<file path="config.mk">
export PLATFORM = sky130hd
export DESIGN_NAME = return_addr_stack
export DESIGN_NICKNAME = d
export VERILOG_FILES = /design/src/rtl/return_addr_stack_pkg.sv /design/src/rtl/return_addr_stack.sv
export SDC_FILE = /design/constraint.sdc
export NUM_CORES = 1
export LEC_CHECK = 0
export ABC_AREA = 0
export CAP_MARGIN = 5
export CORE_MARGIN = 2
export CORE_UTILIZATION = 45
export CTS_BUF_LIST = sky130_fd_sc_hd__clkbuf_8
export DETAILED_ROUTE_END_ITERATION = 12
export HOLD_SLACK_MARGIN = 0.03
export PLACE_DENSITY = 0.65
export SLEW_MARGIN = 20
export SYNTH_ARGS = -nofsm -noshare
export SYNTH_HDL_FRONTEND = slang
export SYNTH_SLANG_ARGS = --single-unit
</file>
<file path="constraint.sdc">
create_clock -name clk -period 4.95 [get_ports clk]
set_input_delay 0.7425 -clock clk [delete_from_list [all_inputs] [get_ports clk]]
set_output_delay 0.7425 -clock clk [all_outputs]
set_load 0.005 [all_outputs]
</file>
<file path="src/rtl/return_addr_stack_pkg.sv">
// Shared definitions for the IF-stage return-address stack.
//   XLEN          default stored address width
//   RAS_SIZE      default stack depth
//   RAS_PTR_WIDTH pointer width for the default depth
//   ras_op_e      decoded push/pop operation
//   ras_decode    maps {push, pop} onto ras_op_e
package return_addr_stack_pkg;

  localparam int unsigned XLEN          = 32;
  localparam int unsigned RAS_SIZE      = 8;
  localparam int unsigned RAS_PTR_WIDTH = $clog2(RAS_SIZE);

  typedef enum logic [1:0] {
    RAS_NONE    = 2'd0,
    RAS_PUSH    = 2'd1,
    RAS_POP     = 2'd2,
    RAS_REPLACE = 2'd3
  } ras_op_e;

  function automatic ras_op_e ras_decode(input logic push, input logic pop);
    ras_op_e op;
    unique case ({push, pop})
      2'b10:   op = RAS_PUSH;
      2'b01:   op = RAS_POP;
      2'b11:   op = RAS_REPLACE;
      default: op = RAS_NONE;
    endcase
    return op;
  endfunction

endpackage

</file>
<file path="src/rtl/return_addr_stack.sv">
// Circular return-address stack for the IF-stage branch predictor.
// Calls push the return address, returns pop it; the top entry is the predicted target.
// Optional feature macro: RAS_CKPT_EN (checkpoint save/restore for mispredict repair).
// Ports:
//   clk, rst_n      clock (rising edge), asynchronous active-low reset
//   push_i, pop_i   call / return detected (both = replace top)
//   push_addr_i     return address to push
//   top_addr_o      entry at top of stack, '0 when empty
//   top_valid_o     stack non-empty
//   count_o         live entries, saturates at DEPTH
//   overflow_o      pulse: push on full overwrote the oldest entry
//   underflow_o     pulse: pop on empty was ignored
//   ckpt_save_i     [RAS_CKPT_EN] snapshot {tos, count, top} before this cycle's op
//   ckpt_restore_i  [RAS_CKPT_EN] restore snapshot; overrides push/pop/save
module return_addr_stack
  import return_addr_stack_pkg::*;
#(
  parameter int unsigned  DEPTH = RAS_SIZE,
  parameter int unsigned  AW    = XLEN,
  localparam int unsigned PTR_W = $clog2(DEPTH),
  localparam int unsigned CNT_W = $clog2(DEPTH + 1)
) (
  input  logic             clk,
  input  logic             rst_n,
  input  logic             push_i,
  input  logic             pop_i,
  input  logic [AW-1:0]    push_addr_i,
`ifdef RAS_CKPT_EN
  input  logic             ckpt_save_i,
  input  logic             ckpt_restore_i,
`endif
  output logic [AW-1:0]    top_addr_o,
  output logic             top_valid_o,
  output logic [CNT_W-1:0] count_o,
  output logic             overflow_o,
  output logic             underflow_o
);

  // Explicit wrap so non power-of-two depths never index past DEPTH-1.
  function automatic logic [PTR_W-1:0] ptr_inc(input logic [PTR_W-1:0] p);
    return (p == PTR_W'(DEPTH - 1)) ? '0 : p + PTR_W'(1);
  endfunction

  function automatic logic [PTR_W-1:0] ptr_dec(input logic [PTR_W-1:0] p);
    return (p == '0) ? PTR_W'(DEPTH - 1) : p - PTR_W'(1);
  endfunction

  logic [AW-1:0]    mem_q [DEPTH];
  logic [PTR_W-1:0] tos_q, tos_d;
  logic [CNT_W-1:0] count_q, count_d;
  logic             overflow_q, overflow_d;
  logic             underflow_q, underflow_d;

  logic             wr_en;
  logic [PTR_W-1:0] wr_ptr;
  logic [AW-1:0]    wr_data;

  logic             is_empty, is_full;
  ras_op_e          op;

  assign op       = ras_decode(push_i, pop_i);
  assign is_empty = (count_q == '0);
  assign is_full  = (count_q == CNT_W'(DEPTH));

`ifdef RAS_CKPT_EN
  typedef struct packed {
    logic [PTR_W-1:0] tos;
    logic [CNT_W-1:0] count;
    logic [AW-1:0]    top;
  } ckpt_t;

  ckpt_t ckpt_q;
`endif

  always_comb begin
    tos_d       = tos_q;
    count_d     = count_q;
    overflow_d  = 1'b0;
    underflow_d = 1'b0;
    wr_en       = 1'b0;
    wr_ptr      = tos_q;
    wr_data     = push_addr_i;
`ifdef RAS_CKPT_EN
    if (ckpt_restore_i) begin
      // Rewriting the saved top undoes a wrong-path pop followed by a push.
      tos_d   = ckpt_q.tos;
      count_d = ckpt_q.count;
      wr_en   = 1'b1;
      wr_ptr  = ckpt_q.tos;
      wr_data = ckpt_q.top;
    end else
`endif
    begin
      unique case (op)
        RAS_PUSH, RAS_REPLACE: begin
          if (op == RAS_PUSH || is_empty) begin
            tos_d      = ptr_inc(tos_q);
            wr_en      = 1'b1;
            wr_ptr     = ptr_inc(tos_q);
            count_d    = is_full ? count_q : count_q + CNT_W'(1);
            overflow_d = is_full;
          end else begin
            // Replace: overwrite top in place, depth unchanged.
            wr_en  = 1'b1;
            wr_ptr = tos_q;
          end
        end
        RAS_POP: begin
          if (is_empty) begin
            underflow_d = 1'b1;
          end else begin
            tos_d   = ptr_dec(tos_q);
            count_d = count_q - CNT_W'(1);
          end
        end
        default: ;
      endcase
    end
  end

  always_ff @(posedge clk or negedge rst_n) begin
    if (!rst_n) begin
      tos_q       <= '0;
      count_q     <= '0;
      overflow_q  <= 1'b0;
      underflow_q <= 1'b0;
    end else begin
      tos_q       <= tos_d;
      count_q     <= count_d;
      overflow_q  <= overflow_d;
      underflow_q <= underflow_d;
    end
  end

  // Storage is not reset; reads are masked by count.
  always_ff @(posedge clk) begin
    if (wr_en) begin
      mem_q[wr_ptr] <= wr_data;
    end
  end

`ifdef RAS_CKPT_EN
  always_ff @(posedge clk or negedge rst_n) begin
    if (!rst_n) begin
      ckpt_q <= '0;
    end else if (ckpt_save_i && !ckpt_restore_i) begin
      ckpt_q <= '{tos: tos_q, count: count_q, top: mem_q[tos_q]};
    end
  end
`endif

  assign top_valid_o = !is_empty;
  assign top_addr_o  = is_empty ? '0 : mem_q[tos_q];
  assign count_o     = count_q;
  assign overflow_o  = overflow_q;
  assign underflow_o = underflow_q;

endmodule

</file>
==> results.txt <==
Post-Syn Area: 0.0106 mm²
Clk pwr share: 0.222
DR vias/cell: 5.41
cts bufs inserted: 44
adder-cell share of the synthesized area: 0.00898
syn_area_per_cell: 20.4 µm²
Worst slew margin: 0.301
register area share after synthesis: 0.747
final setup violation count: 0
number of global-route vias before repair: 5667
number of max-cap violations: 0
Mapped Cells: 518
CTS resizes: 0
via count: 5255
Post-synth EDFFs: 256
Synth Area in Compound Gates: 0.0215
Sw Share: 0.307
post-synthesis simple-gate area fraction: 0.0324
initial antenna violation count: 1
Die Area: 0.0248 mm²
Port Buffer Count: 74
layout cell share with drive strength beyond 1: 0.224
setup TNS: 0 ps
Period Utilization, post-route: 0.806
Sink Count: 265
# rows: 56
met2 WL: 10500 µm
multi-input logic area: 0.00256 mm²
I/O pins: 75
most frequent cells in the layout: 256 x edfxtp_1, 74 x clkdlybuf4s50_1, 64 x mux4_2
crit-path max FO: 31
leakage: 4.14 nW
f_max: 251 MHz
RSZ-0062 raised after global routing: no
Starting Density: 0.455
Routed wire per std cell: 21.8 µm
GRT Util Overall: 0.178
#FFs+latches synth: 265
warnings from Yosys: 0
Crit Path Class: flop to output pin
sequential cell area: 0.00792 mm²
largest family of logic cells by synthesized area: multiplexers
core area: 0.0233 mm²
Final ANT Viol Nets: 0
Placer Congestion: 0.738
status: completed
largest net degree at the start of global routing: 72
DRT iter0 DRCs: 235
Hold Violations, Final: 0
Worst EP required: 4210 ps
clk_lat worst skew: 540 ps
Slew @ Worst Pin: 1050 ps
Unique masters post-synth: 49
Post-CTS Setup Bufs: 0
total global routing overflow: 0
Crit. End Element: output pin
Ant. Diodes: 0
clk_skew: 19.5 ps
Max rail drop VDD: 0.000328 V
DRC errors left: 0
Post-Synth XOR/XNOR Area: 0.00414
ranking of synthesized cells by area: edfxtp_1 73%, mux4_2 14%, mux2i_1 3.1%, dfrtp_1 2.1%, nor2_1 1.4%
Net Count, Synth: 561
CTS tree: yes
internal cell power: 5.17 mW
dpl cell area: 0.0118 mm²
top sig layer: met5
min Tclk post-route: 3990 ps
pwr dens: 595 mW/mm²
Yosys top cell area share: 0.726
design area: 0.0126 mm²
commonest non-fill, non-tap cell in the layout: edfxtp_1
first-pass GRT wire length: 32700 µm
Synth area leader: edfxtp_1
CP arrival: 3250 ps
met1 wire length: 9150 µm
mux share of post-synthesis cell area: 0.170
level count of the clock H-tree: 2
startpoint types: flop
Final HPWL DP: 11900 µm
hold-fix buffers at CTS: 0
synth-to-layout area growth: 18.5%
Root Driver: clkbuf_8
Async SR Flop Fraction: 0.0340
die width: 157 µm
Slew Limit Fails: 0
DR pass1 iterations: 4
Hold Crit Class: primary input to asynchronous set/reset pin
final-stage net count: 667
NetSw: 2.30 mW
routed wire length: 21100 µm
register share of total power: 0.439
Die H: 157 µm
Clock transition at path regs: 60 ps
Detail Route met3 WL: 1080 µm
Fill cells: 1885
Comb pwr share: 0.338
clk buf depth: 3
Top FF cell, synth: edfxtp_1
cells in the mapped netlist (all sizes together) (6+ instances only):
cell	count
inv	10
edfxtp	256
nor2	40
nand2	7
clkbuf	14
mux2i	33
ha	6
dfrtp	9
mux4	64
buf	15
nor3	6
o21ai	6
sequential cells by signal, indices dropped and copies added (netlist names):
register,flops
count_o,4
underflow_o,1
overflow_o,1
mem_q,256
tos_q,3
power by group through the flow:
stage | registers (mW) | clock network, mW | logic [mW]
after floorplan | 3.09 | 0 | 1.66
after global placement | 3.31 | 0 | 2.54
after detailed placement | 3.34 | 0 | 2.56
after CTS | 3.29 | 1.71 | 2.57
after global routing | 3.33 | 1.79 | 2.75
final | 3.28 | 1.66 | 2.53
worst max-delay path, stage by stage (launching register included):
cell and delay [ps]:
dfrtp_4 780, buf_4 580, mux4_2 570, mux2i_1 140
nor2_1 110, clkdlybuf4s50_1 500
metal layers:
layer / GRT usage / up-vias
met5: 0 / -
met3: 0.0361 / 38
met4: 0.0554 / 2
met1: 0.239 / 2724
li1: - / 2332
met2: 0.294 / 159
final cells by class:
type	count	area share
timing repair buffer	89	0.0700
tap	319	0.0318
clock inverter	29	0.00947
sequential	265	0.631
inverter	10	0.00299
multi-input combinational	214	0.204
clock buffer	46	0.0504
path summary, 6_finish.rpt:
path,end,slack (ps),depth (start not counted),from
setup reg to reg,mem_q[1][18]$_DFFE_PP_,1360,7,tos_q[1]$_DFFE_PN0P_
setup / recovery,top_addr_o[18],960,5,tos_q[0]$_DFFE_PN0P_
min in group clk,count_o[0]$_DFFE_PN0P_,710,1,count_o[0]$_DFFE_PN0P_
hold reg to reg,count_o[0]$_DFFE_PN0P_,710,1,count_o[0]$_DFFE_PN0P_
hold / removal,count_o[2]$_DFFE_PN0P_,520,1,rst_n
max in group asynchronous,tos_q[1]$_DFFE_PN0P_,4080,1,rst_n
through the flow:
stage               power, mW   util  std cells  hold slack (ps)  setup WS [ps]
CTS                      7.57  0.540        972              507            867
finish                   7.47  0.540        972              520            962
detailed placement       5.90  0.507        897              702           1340
global placement         5.85  0.507        897              683           1360
floorplan                4.75      -        518              447            350
global route             7.88  0.540        972              529            707
logic make-up after synthesis:
family                     count (synthesis)
DFF                                      265
muxes                                     99
and+or+nand+nor                           72
buffers and inverters                     39
AOI/OAI and AO/OA                         31
adders and majority gates                  7
xor gates and xnor gates                   5
No activity file was read; power rests on OpenSTA's default activity.
